`src/rtl/error_sampler_pkg.sv`:
```
`default_nettype none
// +----------------------------------------------------------------------------+
// | Package     : error_sampler_pkg                                            |
// | Description : Shared types, defaults and the saturating-subtract helper    |
// |               for the ADC error sampler.                                   |
// | Revision    : 1.0 - initial release                                        |
// +----------------------------------------------------------------------------+
package error_sampler_pkg;

  localparam int ADC_WIDTH_DEF = 13;

  typedef enum logic [2:0] {
    ST_IDLE   = 3'd0,
    ST_START  = 3'd1,
    ST_WAIT   = 3'd2,
    ST_CALC   = 3'd3,
    ST_STROBE = 3'd4
  } state_e;

  // Unsigned sp - adc, clamped into the signed ADC_WIDTH_DEF range. The
  // difference is formed one bit wider; it fits the narrow signed range only
  // when its two top bits agree, otherwise the sign bit picks the rail.
  function automatic logic [ADC_WIDTH_DEF-1:0] sat_sub(
    input logic [ADC_WIDTH_DEF-1:0] sp,
    input logic [ADC_WIDTH_DEF-1:0] adc
  );
    logic [ADC_WIDTH_DEF:0] diff;
    diff = {1'b0, sp} - {1'b0, adc};
    if (diff[ADC_WIDTH_DEF] != diff[ADC_WIDTH_DEF-1]) begin
      sat_sub = {diff[ADC_WIDTH_DEF], {(ADC_WIDTH_DEF-1){~diff[ADC_WIDTH_DEF]}}};
    end else begin
      sat_sub = diff[ADC_WIDTH_DEF-1:0];
    end
  endfunction

endpackage
`default_nettype wire

```
`src/rtl/error_sampler_err_sat.sv`:
```
`default_nettype none
// +----------------------------------------------------------------------------+
// | Module      : error_sampler_err_sat                                        |
// | Description : Combinational unsigned subtract with signed saturation.      |
// |               Shared by the sampler and the derivative path.               |
// | Revision    : 1.0 - initial release                                        |
// +----------------------------------------------------------------------------+
module error_sampler_err_sat
  import error_sampler_pkg::*;
#(
  parameter int W = ADC_WIDTH_DEF
) (
  input  logic [W-1:0] sp,
  input  logic [W-1:0] adc,
  output logic [W-1:0] err
);

  if (W == ADC_WIDTH_DEF) begin : g_pkg_fn
    // Default width: reuse the package helper so both users agree bit-for-bit.
    assign err = sat_sub(sp, adc);
  end else begin : g_generic
    logic [W:0] w_diff;

    // Same clamp as the package helper, written for an arbitrary width.
    always_comb begin
      w_diff = {1'b0, sp} - {1'b0, adc};
      if (w_diff[W] != w_diff[W-1]) begin
        err = {w_diff[W], {(W-1){~w_diff[W]}}};
      end else begin
        err = w_diff[W-1:0];
      end
    end
  end

endmodule
`default_nettype wire

```
`src/rtl/error_sampler.sv`:
```
`default_nettype none
// +----------------------------------------------------------------------------+
// | Module      : error_sampler                                                |
// | Description : Paces ADC conversions, captures results, forms a saturated   |
// |               setpoint error and keeps a cur/old pair with an int_en       |
// |               strobe for the integrator and P/D paths.                     |
// | Revision    : 1.0 - initial release                                        |
// +----------------------------------------------------------------------------+
module error_sampler
  import error_sampler_pkg::*;
#(
  parameter int ADC_WIDTH  = ADC_WIDTH_DEF,
  parameter int SAMPLE_DIV = 100,
  parameter int TIMEOUT    = 64
) (
  input  logic                 clk,
  input  logic                 rst,
  input  logic                 run,
  input  logic [ADC_WIDTH-1:0] setpoint,
  output logic                 adc_start,
  input  logic                 adc_done,
  input  logic [ADC_WIDTH-1:0] adc_data,
  output logic [ADC_WIDTH-1:0] cur_error,
  output logic [ADC_WIDTH-1:0] old_error,
  output logic                 int_en,
  output logic                 fault,
  output logic [15:0]          sample_cnt
);

  localparam int DIV_W  = (SAMPLE_DIV > 1) ? $clog2(SAMPLE_DIV) : 1;
  localparam int WAIT_W = $clog2(TIMEOUT + 1);
  localparam logic [DIV_W-1:0]  c_div_last  = DIV_W'(SAMPLE_DIV - 1);
  localparam logic [WAIT_W-1:0] c_wait_last = WAIT_W'(TIMEOUT - 1);

  state_e                 state_q,    state_d;
  logic [DIV_W-1:0]       div_cnt_q,  div_cnt_d;
  logic [WAIT_W-1:0]      wait_cnt_q, wait_cnt_d;
  logic [ADC_WIDTH-1:0]   sp_q,       sp_d;
  logic [ADC_WIDTH-1:0]   adc_q,      adc_d;
  logic [ADC_WIDTH-1:0]   cur_q,      cur_d;
  logic [ADC_WIDTH-1:0]   old_q,      old_d;
  logic [15:0]            cnt_q,      cnt_d;
  logic                   primed_q,   primed_d;
  logic                   fault_q,    fault_d;
  logic                   adc_start_q, adc_start_d;
  logic                   int_en_q,   int_en_d;
  logic                   run_q,      run_d;
  logic                   w_div_end;
  logic [ADC_WIDTH-1:0]   w_sat;

  error_sampler_err_sat #(
    .W (ADC_WIDTH)
  ) u_err_sat (
    .sp  (sp_q),
    .adc (adc_q),
    .err (w_sat)
  );

  // Next-state logic: divider, conversion handshake, error pair update.
  always_comb begin
    state_d     = state_q;
    div_cnt_d   = div_cnt_q;
    wait_cnt_d  = wait_cnt_q;
    sp_d        = sp_q;
    adc_d       = adc_q;
    cur_d       = cur_q;
    old_d       = old_q;
    cnt_d       = cnt_q;
    primed_d    = primed_q;
    fault_d     = fault_q;
    adc_start_d = 1'b0;
    int_en_d    = 1'b0;
    run_d       = run;
    w_div_end   = (div_cnt_q == c_div_last);

    // A fresh run request forgives a previous ADC timeout.
    if (run && !run_q) begin
      fault_d = 1'b0;
    end

    if (!run) begin
      // Abandon any conversion in flight; the next run starts unprimed.
      state_d   = ST_IDLE;
      div_cnt_d = '0;
      primed_d  = 1'b0;
    end else begin
      // The divider keeps running in every state so start spacing is fixed.
      div_cnt_d = w_div_end ? '0 : div_cnt_q + DIV_W'(1);

      case (state_q)
        ST_IDLE: begin
          if (w_div_end) begin
            state_d     = ST_START;
            adc_start_d = 1'b1;
          end
        end
        ST_START: begin
          // Freeze the setpoint so later changes cannot skew this sample.
          sp_d       = setpoint;
          wait_cnt_d = '0;
          state_d    = ST_WAIT;
        end
        ST_WAIT: begin
          // A done pulse on the final wait cycle still counts as on time.
          if (adc_done) begin
            adc_d   = adc_data;
            state_d = ST_CALC;
          end else if (wait_cnt_q == c_wait_last) begin
            fault_d = 1'b1;
            state_d = ST_IDLE;
          end else begin
            wait_cnt_d = wait_cnt_q + WAIT_W'(1);
          end
        end
        ST_CALC: begin
          // The first sample after run seeds both halves of the pair.
          old_d    = primed_q ? cur_q : w_sat;
          cur_d    = w_sat;
          primed_d = 1'b1;
          cnt_d    = cnt_q + 16'd1;
          int_en_d = primed_q;
          state_d  = ST_STROBE;
        end
        ST_STROBE: begin
          state_d = ST_IDLE;
        end
        default: begin
          state_d = ST_IDLE;
        end
      endcase
    end
  end

  // State register with synchronous active-high reset.
  always_ff @(posedge clk) begin
    if (rst) begin
      state_q     <= ST_IDLE;
      div_cnt_q   <= '0;
      wait_cnt_q  <= '0;
      sp_q        <= '0;
      adc_q       <= '0;
      cur_q       <= '0;
      old_q       <= '0;
      cnt_q       <= '0;
      primed_q    <= 1'b0;
      fault_q     <= 1'b0;
      adc_start_q <= 1'b0;
      int_en_q    <= 1'b0;
      run_q       <= 1'b0;
    end else begin
      state_q     <= state_d;
      div_cnt_q   <= div_cnt_d;
      wait_cnt_q  <= wait_cnt_d;
      sp_q        <= sp_d;
      adc_q       <= adc_d;
      cur_q       <= cur_d;
      old_q       <= old_d;
      cnt_q       <= cnt_d;
      primed_q    <= primed_d;
      fault_q     <= fault_d;
      adc_start_q <= adc_start_d;
      int_en_q    <= int_en_d;
      run_q       <= run_d;
    end
  end

  assign adc_start  = adc_start_q;
  assign int_en     = int_en_q;
  assign cur_error  = cur_q;
  assign old_error  = old_q;
  assign fault      = fault_q;
  assign sample_cnt = cnt_q;

endmodule
`default_nettype wire

```
`config.mk`:
```
export PLATFORM = sky130hd
export DESIGN_NAME = error_sampler
export DESIGN_NICKNAME = d
export VERILOG_FILES = /design/src/rtl/error_sampler_pkg.sv /design/src/rtl/error_sampler_err_sat.sv /design/src/rtl/error_sampler.sv
export SDC_FILE = /design/constraint.sdc
export NUM_CORES = 1
export LEC_CHECK = 0
export ABC_AREA = 1
export CORE_UTILIZATION = 44
export CTS_BUF_LIST = sky130_fd_sc_hd__clkbuf_8 sky130_fd_sc_hd__clkbuf_16
export DETAILED_ROUTE_END_ITERATION = 12
export PLACE_DENSITY = 0.68
export SLEW_MARGIN = 20
export SYNTH_ARGS = -nofsm -noshare
export SYNTH_HDL_FRONTEND = slang
export SYNTH_SLANG_ARGS = --single-unit
```
`constraint.sdc`:
```
create_clock -name clk -period 3.9 [get_ports clk]
set_input_delay 0.975 -clock clk [delete_from_list [all_inputs] [get_ports clk]]
set_output_delay 0.975 -clock clk [all_outputs]
set_load 0.005 [all_outputs]
```
=== After elaboration in Yosys (flattened, before gate mapping) ===
Cells that the tools add are included.
W data, S select, Z words.

* Register bits after elaboration: 90
* Input bits: 30
* Output and inout bits: 45
* Logic and storage cells: 59

* Add/sub/neg operators: 4
* Eq/ne operators: 10
* Muxes and demuxes: 15
* Bitwise operators: 4
* Reduce and logical (&&, ||, !) cells: 13

{| class="wikitable"
|+ Operator list
! kind !! number
|-
| $mux W13 || 2
|-
| $add A16 B1 Y16 const B || 1
|-
| $add A7 B1 Y7 const B || 2
|-
| $mux W7 || 2
|-
| $pmux W7 S2 || 1
|-
| $sub A13 B13 Y14 || 1
|-
| $pmux W3 S4 || 1
|-
| $mux W3 || 3
|-
| $reduce_or A3 Y1 || 3
|-
| $eq A7 B6 Y1 const B || 1
|-
| $eq A7 B7 Y1 const B || 1
|-
| $eq A3 B2 Y1 const B || 2
|-
| $mux W1 || 6
|-
| $ne A2 B2 Y1 const B || 3
|-
| $reduce_and A2 Y1 || 3
|-
| $not A1 Y1 || 4
|-
| $reduce_and A4 Y1 || 1
|-
| $eq A3 B1 Y1 const B || 1
|-
| $logic_not A3 Y1 || 1
|-
| $ne A3 B3 Y1 const B || 1
|-
| $reduce_and A3 Y1 || 1
|-
| $reduce_bool A2 Y1 || 1
|-
| $reduce_or A2 Y1 || 1
|-
| $logic_and A1 B1 Y1 || 1
|-
| 2 further kinds || 2
|}

=== Depth between registers and ports, before layout ===
Gate-level depths: netlist of the first run.

* Depth after elaboration: 7
* Depth in mapped cells: 15
* Mapped depth without buffers: 14

=== Hierarchy ===
A second synthesis of the first run with hierarchy kept.

* Cell total of the unflattened synthesis: 684
* Area, all modules: 4,609.4 um^2

{| class="wikitable"
|+ Modules (own cells, without submodules)
! module !! times used !! cells each !! area an instance (um^2) !! seq. area each (um^2)
|-
| error_sampler || 1 || 510 || 3,682.3 || 1,801.7
|-
| error_sampler_err_sat || 1 || 174 || 927.1 || 0.0
|}

=== Worst setup path before layout of the first run ===
Ideal clock, no wire load.

* Path type: input -> register
* From: in run
* To: reg cnt_q[12] (netlist: sample_cnt[12])
* Library setup time: 0.117 ns
* Arrival time: 1.944 ns
* Required time: 3.783 ns
* Path slack: 1.839 ns
* Cell stages on the path: 9
* Path buffers: 0
* Cells stage by stage: nand4_2 nor3_4 nand3_2 nor2_2 nand2_1 inv_2 nand3_1 o21ai_0 nor2_1

* Longest elaborated chain between the ends: 1

{| class="wikitable"
|+ Ends and longest elaborated chain
! what !! line !! RTL
|-
| start: declaration || error_sampler.sv:18 || <nowiki>input logic run,</nowiki>
|-
| $reduce_and A2 Y1 (no source line) || -- ||
|-
| end signal: assignment || error_sampler.sv:158 || <nowiki>cnt_q <= cnt_d;</nowiki>
|-
| end: declaration || error_sampler.sv:42 || <nowiki>logic [15:0] cnt_q, cnt_d;</nowiki>
|}

No other way between the ends.
A chain may end at the register's enable or synchronous reset.

=== Worst setup path in the final report of the first run ===
* From: in run
* To: reg cur_q[1] (netlist: cur_error[1])

* Longest elaborated chain between the ends: 1

{| class="wikitable"
|+ Ends and longest elaborated chain
! what !! line !! RTL
|-
| $reduce_and A2 Y1 (no source line) || -- ||
|-
| end signal: assignment || error_sampler.sv:156 || <nowiki>cur_q <= cur_d;</nowiki>
|-
| end: declaration || error_sampler.sv:40 || <nowiki>logic [ADC_WIDTH-1:0] cur_q, cur_d;</nowiki>
|}

No other way between the ends.

==> results of run 1 <==
-- routing by layer --
layer | vias to the layer above | GRT usage (%) | share of wire [%] | wire length (um)
met5 | - | 0 | 0 | 0
met4 | 0 | 8.13 | 1.5 | 159
met3 | 16 | 3.80 | 4.5 | 471
met2 | 77 | 34.0 | 46 | 4850
met1 | 1854 | 28.5 | 47 | 4960
li1 | 2195 | - | - | -
-- final timing paths --
check	endpoint	start	cells past startpoint	slack (ns)
worst min register to register	div_cnt_q[0]	div_cnt_q[0]	1	0.45
worst max-delay path	cur_error[1]	run	7	0.95
worst max register to register	cur_error[4]	sp_q[0]	13	1.48
worst min-delay path	div_cnt_q[0]	div_cnt_q[0]	1	0.45
-- sequential cells by signal (all words and copies together), names as in the netlist --
| register | flops |
|---|---|
| adc_q | 13 |
| adc_start | 1 |
| cur_error | 13 |
| div_cnt_q | 7 |
| fault | 1 |
| int_en | 1 |
| old_error | 13 |
| primed_q | 1 |
| run_q | 1 |
| sample_cnt | 16 |
| sp_q | 13 |
| state_q | 3 |
| wait_cnt_q | 7 |
-- layout make-up --
class	count	share of cell area [%]
clock inverters	7	0.663
multi-input cells	441	41.6
well taps	133	3.04
repair buffers	77	14.0
flip-flops and latches	90	32.9
inverters	80	5.49
clock buffers	9	2.26
-- power by group --
group / internal (mW) / total [mW] / switching, mW
combinational: 0.0306 / 0.0575 / 0.0270
sequential: 0.919 / 0.920 / 0.000791
clock: 0.225 / 0.550 / 0.325
total: 1.18 / 1.53 / 0.353
-- cells by family (layout without fill, tap and decap cells) --
kind of cell,Yosys count,after routing,share of synthesized area [%]
buf+inv,103,173,9.42
simple gates,298,298,29.2
xor+xnor,12,12,2.33
flops,90,90,40.0
compound gates,114,114,14.1
fa+ha+maj,17,17,4.89
-- cell usage in the layout (no fill, tap or decap), types with 2 or more instances in the layout --
master and instances:
inv_1 76, nand2_2 3, nor2_1 74, nand3_1 55
nor3b_1 2, clkinv_2 4, nand3_2 4, buf_4 3
ha_1 16, a31oi_1 2, a21oi_1 64, nor2_2 4
o21bai_1 2, o21ai_0 25, nor4_1 2, inv_2 5
nor3_1 11, xnor2_1 6, clkbuf_8 9, or2_2 2
nand2_1 129, clkdlybuf4s50_1 74, o211ai_1 12, xor2_1 6
dfxtp_1 90, nand4_1 8, o21a_1 4
==> key figures, run 1 <==
Status
  – Status: finished clean

Worst setup path
  – Max incr delay on CP: 0.81 ns
  – Largest delay share family, worst path: buffers and inverters
  – Crit-path max FO: 32
  – Crit start category: input pin
  – Crit path cell chain: clkdlybuf4s50_1 > nand4_2 > buf_4 > inv_1 > nand3_1 > o211ai_1 > inv_1
  – Crit path DAT: 3.19 ns
  – Setup crit end kind: flop
  – Setup CP Type: input pin to flop
  – Most frequent CP cell: inv_1
  – Bufs and invs on worst path: 4
  – Max stage delay cell, worst path: clkdlybuf4s50_1
  – WP data required: 4.14 ns

STA
  – Worst slew pin tran: 0.832 ns
  – Final hold slack: 0.452 ns
  – Post-route clock skew: 0.0123 ns
  – Final Hold Fails: 0
  – Worst relative slew slack: 44.5%
  – Max Slew Vio Count: 0
  – Setup_tns: 0 ns
  – Fmax: 339 MHz
  – Minimum clock period after layout: 2.95 ns
  – Final setup fails: 0
  – RSZ-0062 raised after global routing: no
  – Setup ws final: 0.951 ns
  – Final Cycle Share: 75.6%

Synth
  – Syn Area/Cell: 7.10 sq um
  – #FFs+latches synth: 90
  – Top post-synthesis cells by count: 129 x nand2_1, 90 x dfxtp_1, 74 x inv_1, 74 x nor2_1, 64 x a21oi_1
  – Synth area leader: dfxtp_1
  – Synth area leaders: dfxtp_1 40%, nand2_1 11%, a21oi_1 7.1%, inv_1 6.2%, nor2_1 6.2%
  – Main synth FF type: dfxtp_1
  – Mapped Area: 4500 sq um
  – Share of the synthesized area in the top cell type: 40.0%
  – Syn Nets: 681
  – Sequential share of the synthesized area: 40.0%
  – Gate Count Post-Synth: 634
  – Synth cell types: 40
  – Yosys warns: 0
  – Post-synth EDFFs: 0
  – Most common cell in the netlist: nand2_1
  – Asr flop ratio synth: 0%

Clock tree
  – Later-pin clock latency in the skew report: 0.35 ns
  – Post_cts resized: 0
  – Hold_buf cts: 0
  – Sink Count: 90
  – Post-CTS Setup Bufs: 0
  – CTS tree: yes
  – H-tree depth: 3
  – CTS clk-pin slew, worst paths: 0.08 ns
  – Total CTS buffers: 9
  – Max Root-Sink Buffers: 2
  – Root buffer cell: clkbuf_8

Floorplanning
  – Die X: 103 um
  – Rows: 36
  – Height of the chip: 103 um
  – Initial Util: 45.6%
  – Core Region: 9860 sq um
  – Io pins: 75
  – Die area: 10,600 sq um

Flow run
  – MaxCap Viol Count: 0

Final layout
  – Final cell count without fillers: 837
  – Number of fill cells in the layout: 941
  – Final instance area: 5470 sq um
  – Area delta synth->final: 21.5%
  – Core Util, Final: 55.4%
  – Register Area: 1800 sq um
  – ANT cells: 0
  – Final net count: 746
  – Layout cells sized above 1: 5.82%
  – Combined area of the multi-input logic cells: 2280 sq um

Route
  – Total Wirelength: 10,400 um
  – Avg WL per Cell: 12.5 um
  – Antenna-violating nets left: 0
  – Drt via density: 4.95
  – DRT iter0 DRCs: 150
  – DRC Markers: 0
  – 1st-pass router iterations: 5
  – Via count: 4,142

Global route
  – Largest net degree at the start of global routing: 39
  – GRT Util Overall: 21.2%
  – Initial antenna violation count: 0
  – First-pass GRT wire length: 17,600 um
  – Total congestion overflow: 0
  – Number of global-route vias before repair: 3,824

Power and ir drop
  – Static Leak: 2.35 nW
  – Total power divided by cell area: 279 nW/um^2
  – PnR Total Power: 1.53 mW
  – Peak supply drop: 202 uV

Placement
  – Placed Cells: 821
  – Dpl hpwl: 7830 um
  – Port bufs: 74
  – Global placer's final weighted congestion: 0.878
  – Placed Area: 5310 sq um
  – Pre-CTS setup slack: 0.568 ns

Min path
  – Worst Hold Class: flop to flop
Note: power is estimated with default switching activity, not from simulation.
==> run 2, diff against run 1 <==
Settings changed: PLACE_DENSITY 0.68 to 0.71.
Clock period 3.9 ns to 2.38 ns, I/O delays scaled along.
==> run 2 against run 1 <==
Net effect:
- clock skew shrank 0.00083 ns
- first-iteration DRC count grew 13%
- register-to-register slack lost 1.3 ns
- worst hold slack is essentially flat
- die area is the same
- utilization grew 2.0 points
- cell count grew 1.7%
- critical path depth grew 7
- combinational power grew 69%
- non-clock buffer count grew 10
- largest power group unchanged
- highest routed layer unchanged
==> key figures, run 2 (synthesized netlist as in run 1, its figures left out) <==
Status
  – Status: finished clean

Clock tree
  – Root buffer cell: clkbuf_8
  – Later-pin clock latency in the skew report: 0.36 ns
  – H-tree depth: 3
  – CTS tree: yes
  – CTS clk-pin slew, worst paths: 0.09 ns
  – Hold_buf cts: 0
  – Total CTS buffers: 9
  – Max Root-Sink Buffers: 2
  – Sink Count: 90

STA
  – Worst slew pin tran: 0.590 ns
  – Final hold slack: 0.452 ns
  – Post-route clock skew: 0.0114 ns
  – Minimum clock period after layout: 2.24 ns
  – Fmax: 446 MHz
  – Worst relative slew slack: 60.6%
  – Final Hold Fails: 0
  – Max Slew Vio Count: 0
  – Final setup fails: 0
  – Final Cycle Share: 94.1%

Route
  – Wire length on met2: 5510 um
  – DRT iter0 DRCs: 169
  – Avg WL per Cell: 13.1 um
  – Via count: 4,369
  – Total Wirelength: 11,200 um
  – Drt via density: 5.13
  – WL met3: 483 um
  – Top Layer Used: met4
  – DRC Markers: 0
  – 1st-pass router iterations: 5
  – Met1 WL: 4880 um
  – Antenna-violating nets left: 0

Worst setup path
  – Bufs and invs on worst path: 2
  – Max incr delay on CP: 0.38 ns
  – Crit path DAT: 2.54 ns
  – Largest delay share family, worst path: simple AND/OR/NAND/NOR gates
  – Max stage delay cell, worst path: fa_2
  – Setup CP Type: flop to flop
  – Most frequent CP cell: nand3_1
  – Crit-path max FO: 6
  – Crit path cell chain: inv_1 > ha_1 > fa_2 > inv_1 > nand3_1 > nand2_1 > nand3_1 > nand3_1 > nand2_2 > nand2_4 > nand2_2 > nand3_1 > nand2_1 > a21oi_1
  – WP data required: 2.68 ns
  – Crit. Startpoint: sp_q[0]
  – Crit start category: flop
  – Setup crit end kind: flop
  – Worst r2r src: sp_q[0]

Global route
  – Total congestion overflow: 0
  – Number of global-route vias before repair: 4,149
  – GRT Util Overall: 22.6%
  – Largest net degree at the start of global routing: 37
  – First-pass GRT wire length: 18,800 um
  – Initial antenna violation count: 0

Flow run
  – MaxCap Viol Count: 0

Floorplanning
  – Initial Util: 45.6%
  – Core Region: 9860 sq um
  – Height of the chip: 103 um
  – Die X: 103 um
  – Io pins: 75
  – Die area: 10,600 sq um
  – Rows: 36

Final layout
  – Final instance area: 5660 sq um
  – Area delta synth->final: 25.8%
  – Number of fill cells in the layout: 934
  – Max reg flops: 16
  – ANT cells: 0
  – Most common cell after layout, fill and taps aside: nand2_1
  – Layout cells sized above 1: 8.77%
  – Most frequent cells in the layout: 124 x nand2_1, 90 x dfxtp_1, 75 x inv_1, 74 x clkdlybuf4s50_1, 73 x nor2_1
  – Final net count: 760

Placement
  – Global placer's final weighted congestion: 0.939
  – Placed Area: 5390 sq um
  – Dpl hpwl: 8270 um
  – Port bufs: 74

Power and ir drop
  – Total power divided by cell area: 462 nW/um^2
  – Peak supply drop: 316 uV
  – Static Leak: 2.41 nW

Min path
  – Worst Hold Class: flop to flop
  – Hold Crit Start: div_cnt_q[0]
[run 2: cell count changes in the layout (fill, tap and decap cells not counted), sizes merged]
cell and change:
inv -1, clkbuf +3, nand2 +3, nand3 +1
buf +10, clkinvlp +1, clkinv -3
[run 2: worst reg2reg max path, delay by kind of cell, from the launching register on]
kind / cells / cell delay (ns)
AOI/OAI and AO/OA: 1 / 0.12
buffers and inverters: 2 / 0.14
DFF: 1 / 0.31
and+or+nand+nor: 9 / 0.98
adders and majority gates: 2 / 0.64
[run 2: area by class of cell]
type	count	area (sq um)	area share [%]
Timing Repair Buffer	87	851	15.0
Inverter	80	300	5.30
Tap cell	133	166	2.94
Sequential cell	90	1800	31.8
Clock buffer	12	165	2.92
Clock inverter	4	25.0	0.442
Multi-Input combinational cell	445	2350	41.6
[run 2: where the power goes]
| group | total [mW] | leakage, nW | internal (mW) | switching [mW] |
|---|---|---|---|---|
| sequential | 1.51 | 0.725 | 1.51 | 0.00134 |
| clock | 1.01 | 0.100 | 0.464 | 0.546 |
| combinational | 0.0970 | 1.59 | 0.0532 | 0.0438 |
| total | 2.62 | 2.41 | 2.02 | 0.592 |
[run 2: final timing paths]
check                           slack [ns]      endpoint  cells past startpoint
worst max-delay path                  0.14  old_error[5]                     14
worst min-delay path                  0.45  div_cnt_q[0]                      1
worst max register to register        0.14  old_error[5]                     14
worst min register to register        0.45  div_cnt_q[0]                      1
[run 2: stage by stage]
step | power, mW | setup TNS, ns | util (%) | setup WS, ns | cells
2_1_floorplan | 1.58 | 0 | - | 0.324 | 634
3_3_place_gp | 1.64 | 0 | 54.6 | 0.0767 | 830
3_5_place_dp | 1.64 | 0 | 54.6 | 0.00367 | 830
4_1_cts | 2.64 | 0 | 56.6 | 0.0874 | 846
5_1_grt | 2.71 | -0.0399 | 57.4 | -0.0173 | 851
6_report | 2.62 | 0 | 57.4 | 0.140 | 851
[run 2: layer usage]
metal | track usage, % | vias to the layer above
met5 | 0 | -
met4 | 10.1 | 0
met3 | 3.46 | 26
met2 | 39.9 | 107
met1 | 27.2 | 2001
li1 | - | 2235
[run 2: repair_timing]
item                                    4_1_cts  5_1_grt
endpoints found under the setup margin        0       23
resized for setup                             0       12
setup buffers                                 0        1
==> run 3, diff against run 2 <==
Settings changed: SLEW_MARGIN 20 to 5.
==> results of run 3 <==
No change in the layout: final DEF, timing and power equal those of run 2.
